## src/rtl/uart_pkg.sv

```systemverilog
// rtl/uart_pkg.sv - shared types and constants for the UART receive path
//
// Purpose: receiver state enum, oversampling default and the encoding of
// the data-bit-count configuration field.
// Ports: none (package).
package uart_pkg;

   typedef enum logic [2:0] {
      IDLE,
      START,
      DATA,
      PARITY,
      STOP
   } rx_state_e;

   localparam int OVERSAMPLE_DEFAULT = 16;

   // cfg_data_bits encoding
   localparam logic [1:0] DATA_BITS_5 = 2'd0;
   localparam logic [1:0] DATA_BITS_6 = 2'd1;
   localparam logic [1:0] DATA_BITS_7 = 2'd2;
   localparam logic [1:0] DATA_BITS_8 = 2'd3;

   // Index of the final data bit for a given cfg_data_bits value (5 bits -> 4).
   function automatic logic [2:0] last_bit_idx(input logic [1:0] cfg);
      return {1'b0, cfg} + 3'd4;
   endfunction

endpackage

```

## src/rtl/sync_2ff.sv

```systemverilog
// rtl/sync_2ff.sv - two-flop synchronizer for a single asynchronous input
//
// Purpose: brings an asynchronous level into the clk domain; reusable for
// rx, CTS and RTS. RESET_VAL sets the flop value during reset so an idle-high
// line does not look like an edge when reset is released.
// Ports:
//   clk    in  system clock
//   rst_n  in  asynchronous active-low reset
//   d      in  asynchronous input
//   q      out synchronized output (2-cycle latency)
module sync_2ff #(
   parameter logic RESET_VAL = 1'b1
) (
   input  logic clk,
   input  logic rst_n,
   input  logic d,
   output logic q
);

   logic meta;

   always_ff @(posedge clk or negedge rst_n) begin
      if (!rst_n) begin
         meta <= RESET_VAL;
         q    <= RESET_VAL;
      end else begin
         meta <= d;
         q    <= meta;
      end
   end

endmodule

```

## src/rtl/uart_rx.sv

```systemverilog
// rtl/uart_rx.sv - oversampling UART receiver, 5-8 data bits, optional parity
//
// Purpose: deframes start / data (LSB first) / optional parity / stop from the
// asynchronous rx line, sampling mid-bit on the OVERSAMPLE x baud rx_tick.
// Ports:
//   clk, rst_n      system clock, asynchronous active-low reset
//   rx_tick         one-cycle pulse at OVERSAMPLE x baud
//   rx              serial line, idles high
//   cfg_data_bits   0..3 -> 5..8 data bits
//   cfg_parity_en   parity bit present
//   cfg_parity_odd  1 = odd, 0 = even parity
//   rx_data         last received word, right-aligned
//   rx_valid        one-cycle pulse per completed word
//   parity_err      parity mismatch, valid with rx_valid
//   frame_err       stop bit sampled low, valid with rx_valid
//   rx_busy         FSM not in IDLE
module uart_rx
   import uart_pkg::*;
#(
   parameter int DATA_WIDTH = 8,
   parameter int OVERSAMPLE = OVERSAMPLE_DEFAULT
) (
   input  logic                  clk,
   input  logic                  rst_n,
   input  logic                  rx_tick,
   input  logic                  rx,
   input  logic [1:0]            cfg_data_bits,
   input  logic                  cfg_parity_en,
   input  logic                  cfg_parity_odd,
   output logic [DATA_WIDTH-1:0] rx_data,
   output logic                  rx_valid,
   output logic                  parity_err,
   output logic                  frame_err,
   output logic                  rx_busy
);

   localparam int TW = $clog2(OVERSAMPLE);
   localparam logic [TW-1:0] TICK_MID  = TW'(OVERSAMPLE / 2 - 1);
   localparam logic [TW-1:0] TICK_LAST = TW'(OVERSAMPLE - 1);

   rx_state_e             state, state_next;
   logic                  rx_s;
   logic [TW-1:0]         tick_cnt;
   logic [2:0]            bit_cnt;
   logic [DATA_WIDTH-1:0] shift_reg;
   logic                  parity_bit;
   logic                  armed;
   logic                  at_mid, at_last, last_bit;
   logic                  shift_en, parity_en, stop_en;

   sync_2ff #(.RESET_VAL(1'b1)) u_rx_sync (
      .clk   (clk),
      .rst_n (rst_n),
      .d     (rx),
      .q     (rx_s)
   );

   always_comb begin
      at_mid   = (tick_cnt == TICK_MID);
      at_last  = (tick_cnt == TICK_LAST);
      last_bit = (bit_cnt == last_bit_idx(cfg_data_bits));
   end

   // State register
   always_ff @(posedge clk or negedge rst_n) begin
      if (!rst_n) begin
         state <= IDLE;
      end else begin
         state <= state_next;
      end
   end

   // Next-state logic; the FSM only moves on rx_tick
   always_comb begin
      state_next = state;
      if (rx_tick) begin
         case (state)
            IDLE:    if (armed && !rx_s) state_next = START;
            START:   if (at_mid)   state_next = rx_s ? IDLE : DATA;
            DATA:    if (at_last && last_bit)
                        state_next = cfg_parity_en ? PARITY : STOP;
            PARITY:  if (at_last)  state_next = STOP;
            STOP:    if (at_last)  state_next = IDLE;
            default: state_next = IDLE;
         endcase
      end
   end

   // Output / strobe decode
   always_comb begin
      rx_busy   = (state != IDLE);
      shift_en  = rx_tick && at_last && (state == DATA);
      parity_en = rx_tick && at_last && (state == PARITY);
      stop_en   = rx_tick && at_last && (state == STOP);
   end

   // Tick and bit counters; tick_cnt restarts on every state change
   always_ff @(posedge clk or negedge rst_n) begin
      if (!rst_n) begin
         tick_cnt <= '0;
         bit_cnt  <= '0;
      end else if (rx_tick) begin
         if (state_next != state || at_last) begin
            tick_cnt <= '0;
         end else if (state != IDLE) begin
            tick_cnt <= tick_cnt + 1'b1;
         end
         if (state == START) begin
            bit_cnt <= '0;
         end else if (shift_en) begin
            bit_cnt <= bit_cnt + 3'd1;
         end
      end
   end

   // A start is only accepted after the line has been seen high in IDLE,
   // so a held-low (break) line cannot retrigger a new frame.
   always_ff @(posedge clk or negedge rst_n) begin
      if (!rst_n) begin
         armed <= 1'b0;
      end else if (state != IDLE) begin
         armed <= 1'b0;
      end else if (rx_s) begin
         armed <= 1'b1;
      end
   end

   // Data path: shift register cleared during START so unused upper bits read 0
   always_ff @(posedge clk or negedge rst_n) begin
      if (!rst_n) begin
         shift_reg  <= '0;
         parity_bit <= 1'b0;
      end else if (rx_tick && state == START) begin
         shift_reg  <= '0;
         parity_bit <= 1'b0;
      end else begin
         if (shift_en) begin
            for (int i = 0; i < DATA_WIDTH; i++) begin
               if (bit_cnt == i[2:0]) shift_reg[i] <= rx_s;
            end
         end
         if (parity_en) parity_bit <= rx_s;
      end
   end

   // Result registers, loaded on the mid-stop sample
   always_ff @(posedge clk or negedge rst_n) begin
      if (!rst_n) begin
         rx_data    <= '0;
         rx_valid   <= 1'b0;
         parity_err <= 1'b0;
         frame_err  <= 1'b0;
      end else begin
         rx_valid <= 1'b0;
         if (stop_en) begin
            rx_data    <= shift_reg;
            rx_valid   <= 1'b1;
            frame_err  <= ~rx_s;
            parity_err <= cfg_parity_en & (^shift_reg ^ parity_bit ^ cfg_parity_odd);
         end
      end
   end

endmodule

```

## config.mk

```make
export PLATFORM = sky130hd
export DESIGN_NAME = uart_rx
export DESIGN_NICKNAME = d
export VERILOG_FILES = /design/src/rtl/uart_pkg.sv /design/src/rtl/sync_2ff.sv /design/src/rtl/uart_rx.sv
export SDC_FILE = /design/constraint.sdc
export NUM_CORES = 1
export LEC_CHECK = 0
export CAP_MARGIN = 15
export CORE_AREA = 2 2 82 84
export CTS_CLUSTER_DIAMETER = 150
export DETAILED_ROUTE_END_ITERATION = 10
export DIE_AREA = 0 0 84 86
export PLACE_DENSITY_LB_ADDON = 0.05
export SETUP_SLACK_MARGIN = 0.1
export SYNTH_ARGS = -nofsm -noshare
export SYNTH_HDL_FRONTEND = slang
export SYNTH_SLANG_ARGS = --single-unit
```

## constraint.sdc

```tcl
create_clock -name clk -period 2.4 [get_ports clk]
set_input_delay 0.48 -clock clk [delete_from_list [all_inputs] [get_ports clk]]
set_output_delay 0.48 -clock clk [all_outputs]
set_load 0.005 [all_outputs]
```

==> results.txt <==
----------------------------------------------------
[Global route]
  Initial antenna violation count ... 0
  Aggregate global routing overflow ... 0
  Tot GR Track Use ... between 10% and 20%
  Pin count of the biggest net entering global routing ... 34
  First-pass GRT wire length ... 6890 um
  Via count of the first global-routing pass ... roughly 1400

[Clock network]
  Max clock buf depth ... 2
  Post-CTS Resized ... 0
  Cts hold-fix bufs ... 0
  Buffer type at the clock tree root ... clkbuf_8
  TritonCTS sink count ... 33
  H-tree depth ... 2
  Buffers inserted during post-CTS setup optimization ... 0
  TritonCTS clock tree ... done
  Clock edge transition at the registers on the reported setup and hold paths ... 0.08 ns
  CTS Buf Count ... 5
  Worst skew pair latency ... approximately 0.29 ns

[Detailed routing]
  Detailed-route wire length on metal 1 ... 1920 um
  Detailed Route WL ... approximately 4000 um
  Via count ... about 1300
  Uppermost signal routing layer after detailed routing ... met4
  Total DRC errors in the routed layout ... 0
  Routed length per placed instance ... 14.8 um
  First DRT Iteration DRCs ... 62
  Total length of routed met3 wires ... ~130 um
  Final antenna-violating net count ... 0
  Met2 wirelength from detailed routing ... about 1900 um
  First-pass DRT Iterations ... 4
  Via-per-instance ratio ... between 4 and 5

[Power and ir drop]
  Worst vdd ir ... about 0.41 mV
  Total power ... 1.70 mW
  PwrDens ... approximately 790 mW/mm2
  Leakage power total ... 1.02 nW

[Logic synthesis]
  Yosys top cell by area ... dfrtp_1
  Most frequent cell after synthesis ... dfrtp_1
  Synthesized netlist net count ... 180
  List of most frequent post-synthesis cells ... 31 x dfrtp_1, 14 x nor2_1, 10 x inv_1
  Post-synthesis instance area ... about 0.0017 mm2
  Proportion of synthesized flip-flops having asynchronous set or reset ... 100%
  Area share of the largest cell type after synthesis ... 44.4%
  Synthesized area per cell ... between 10 and 15 um2
  Count of mapped cells out of synthesis ... roughly 170
  Share of synthesized area occupied by flip-flops and latches ... 47.5%
  Most instantiated flip-flop cell in the synthesis netlist ... dfrtp_1
  Syn. warnings ... 0
  Top cells by area, synth ... dfrtp_1 44%, mux2_2 5.2%, ha_1 5.0%, mux2i_1 4.6%, xnor2_1 4.0%
  Post-synth cell types ... 39
  Number of flops mapped to enable cells by yosys ... 0
  Flops & latches, synth ... 33

[Worst setup path]
  Launching element type of the critical path ... register
  Critical-path maximum fanout ... 10
  Kind of end point of the critical path ... output port
  Crit Path Class ... reg -> out
  Critical path data arrival time ... roughly 1.7 ns
  Critical path required time ... 1.92 ns

[STA]
  Sum of negative setup slack ... 0 ns
  Number of endpoints failing setup at the final stage ... 0
  Worst-case setup margin in the final layout ... approximately 0.26 ns
  Count of endpoints failing hold in the final timing report ... 0
  Unrepaired setup endpoints after global routing ... false
  Slew margin rel. ... between 70% and 80%
  Number of slew-limit violations in the final report ... 0
  Portion of the clock cycle consumed by the worst path in the final layout ... between 80% and 90%
  Post-Route Hold Slack ... 0.357 ns
  Post-route minimum period ... ~2.1 ns
  Worst setup skew after layout ... roughly 0.0090 ns
  Transition at the pin with the smallest max-transition slack ... 0.443 ns
  Maximum frequency from static timing analysis ... between 0.4 and 0.5 GHz

[Die]
  Effective utilization at floorplan ... 27.8%
  Num rows ... 29
  Die Span X ... around 84 um
  Number of ports placed on the die boundary ... 20
  Area of the core ... 0.00628 mm2
  DIE AREA ... 0.00722 mm2
  DIE HEIGHT ... 86 um

[Cells and area]
  Ratio of cells with drive above 1 in the final layout ... approximately 17%
  Layout overhead on the synthesized area ... 23.2%
  Diodes inserted ... 0
  # fillers ... around 640
  Final nets ... approximately 210
  Cell area after layout ... ~0.0022 mm2

[Placed design]
  Pre-CTS worst setup slack ... 0.351 ns
  Area of placed instances ... just over 0.002 mm2
  Placer congestion estimate ... 0.762
  Number of I/O port buffers ... 19
  Hpwl dp ... 2920 um

[Flow run]
  Count of maximum capacitance violations ... 0

[Min path]
  Worst hold-check path type ... reg -> reg

[Outcome]
  Outcome ... finished clean

----------------------------------------------------
-- power by group --
group,switching [mW],internal (mW),leakage [nW]
clock,0.217,0.200,0.0439
sequential,0.102,0.628,0.439
combinational,0.297,0.258,0.540
total,0.617,1.09,1.02
-- placed cells by master, fill, tap and decap left out, types with 3 or more instances in the layout --
cell             netlist  final
dfrtp_1               31     31
clkdlybuf4s50_1        0     19
nor2_1                14     14
inv_1                 10     10
buf_4                  0      9
xnor2_1                8      8
nand3_1                8      8
mux2i_1                8      8
mux2_2                 8      8
nand2_1                7      7
o21ai_0                7      7
nand4_1                7      7
ha_1                   7      7
a21oi_1                5      5
clkbuf_8               0      5
nor3_1                 3      3
and3_1                 3      3
a22o_1                 3      3
-- kinds of logic (layout without fill, tap and decap cells) --
family	count (synthesis)	count (layout)	share of synthesized area (%)
buffers and inverters	18	46	4.16
adders and majority gates	7	7	5.02
xor gates and xnor gates	11	11	6.31
and+or+nand+nor	51	51	16.1
DFF	33	33	47.5
muxes	16	16	9.75
AOI/OAI and AO/OA	29	29	11.3
-- area by class of cell --
class / count / area [um2] / area share [%]
repair buffers: 28 / 258 / 12.0
clock inverters: 3 / 17.5 / 0.814
inverters: 10 / 37.5 / 1.75
clock buffers: 5 / 68.8 / 3.20
well taps: 77 / 96.3 / 4.48
flip-flops and latches: 33 / 828 / 38.5
multi-input cells: 114 / 845 / 39.3
-- final timing paths --
check / from / endpoint / slack [ns] / cells past startpoint
max in group asynchronous: rst_n / u_rx_sync.meta / 1.46 / 2
worst max-delay path: state[0] / rx_busy / 0.26 / 3
worst min-delay path: u_rx_sync.meta / u_rx_sync.q / 0.36 / 0
min in group asynchronous: rst_n / tick_cnt[3] / 0.59 / 2
worst min register to register: u_rx_sync.meta / u_rx_sync.q / 0.36 / 0
worst max register to register: tick_cnt[0] / rx_data[7] / 0.38 / 5
-- through the flow --
step | utilization (%) | instances
finish | 34.3 | 270
global route | 34.3 | 270
CTS | 34.3 | 270
detailed placement | 32.9 | 262
global placement | 32.9 | 262
floorplan | - | 165
-- metal layers --
layer / global-route usage (%) / vias up
li1: - / 647
met1: 15.7 / 629
met2: 19.8 / 21
met3: 3.18 / 6
met4: 4.25 / 0
met5: 0 / -
-- critical path: stages (launching register included) --
cell	delay (ns)
dfrtp_1	0.51
nor3_2	0.29
inv_1	0.11
clkdlybuf4s50_1	0.46
(Power assumes the default switching activity.)
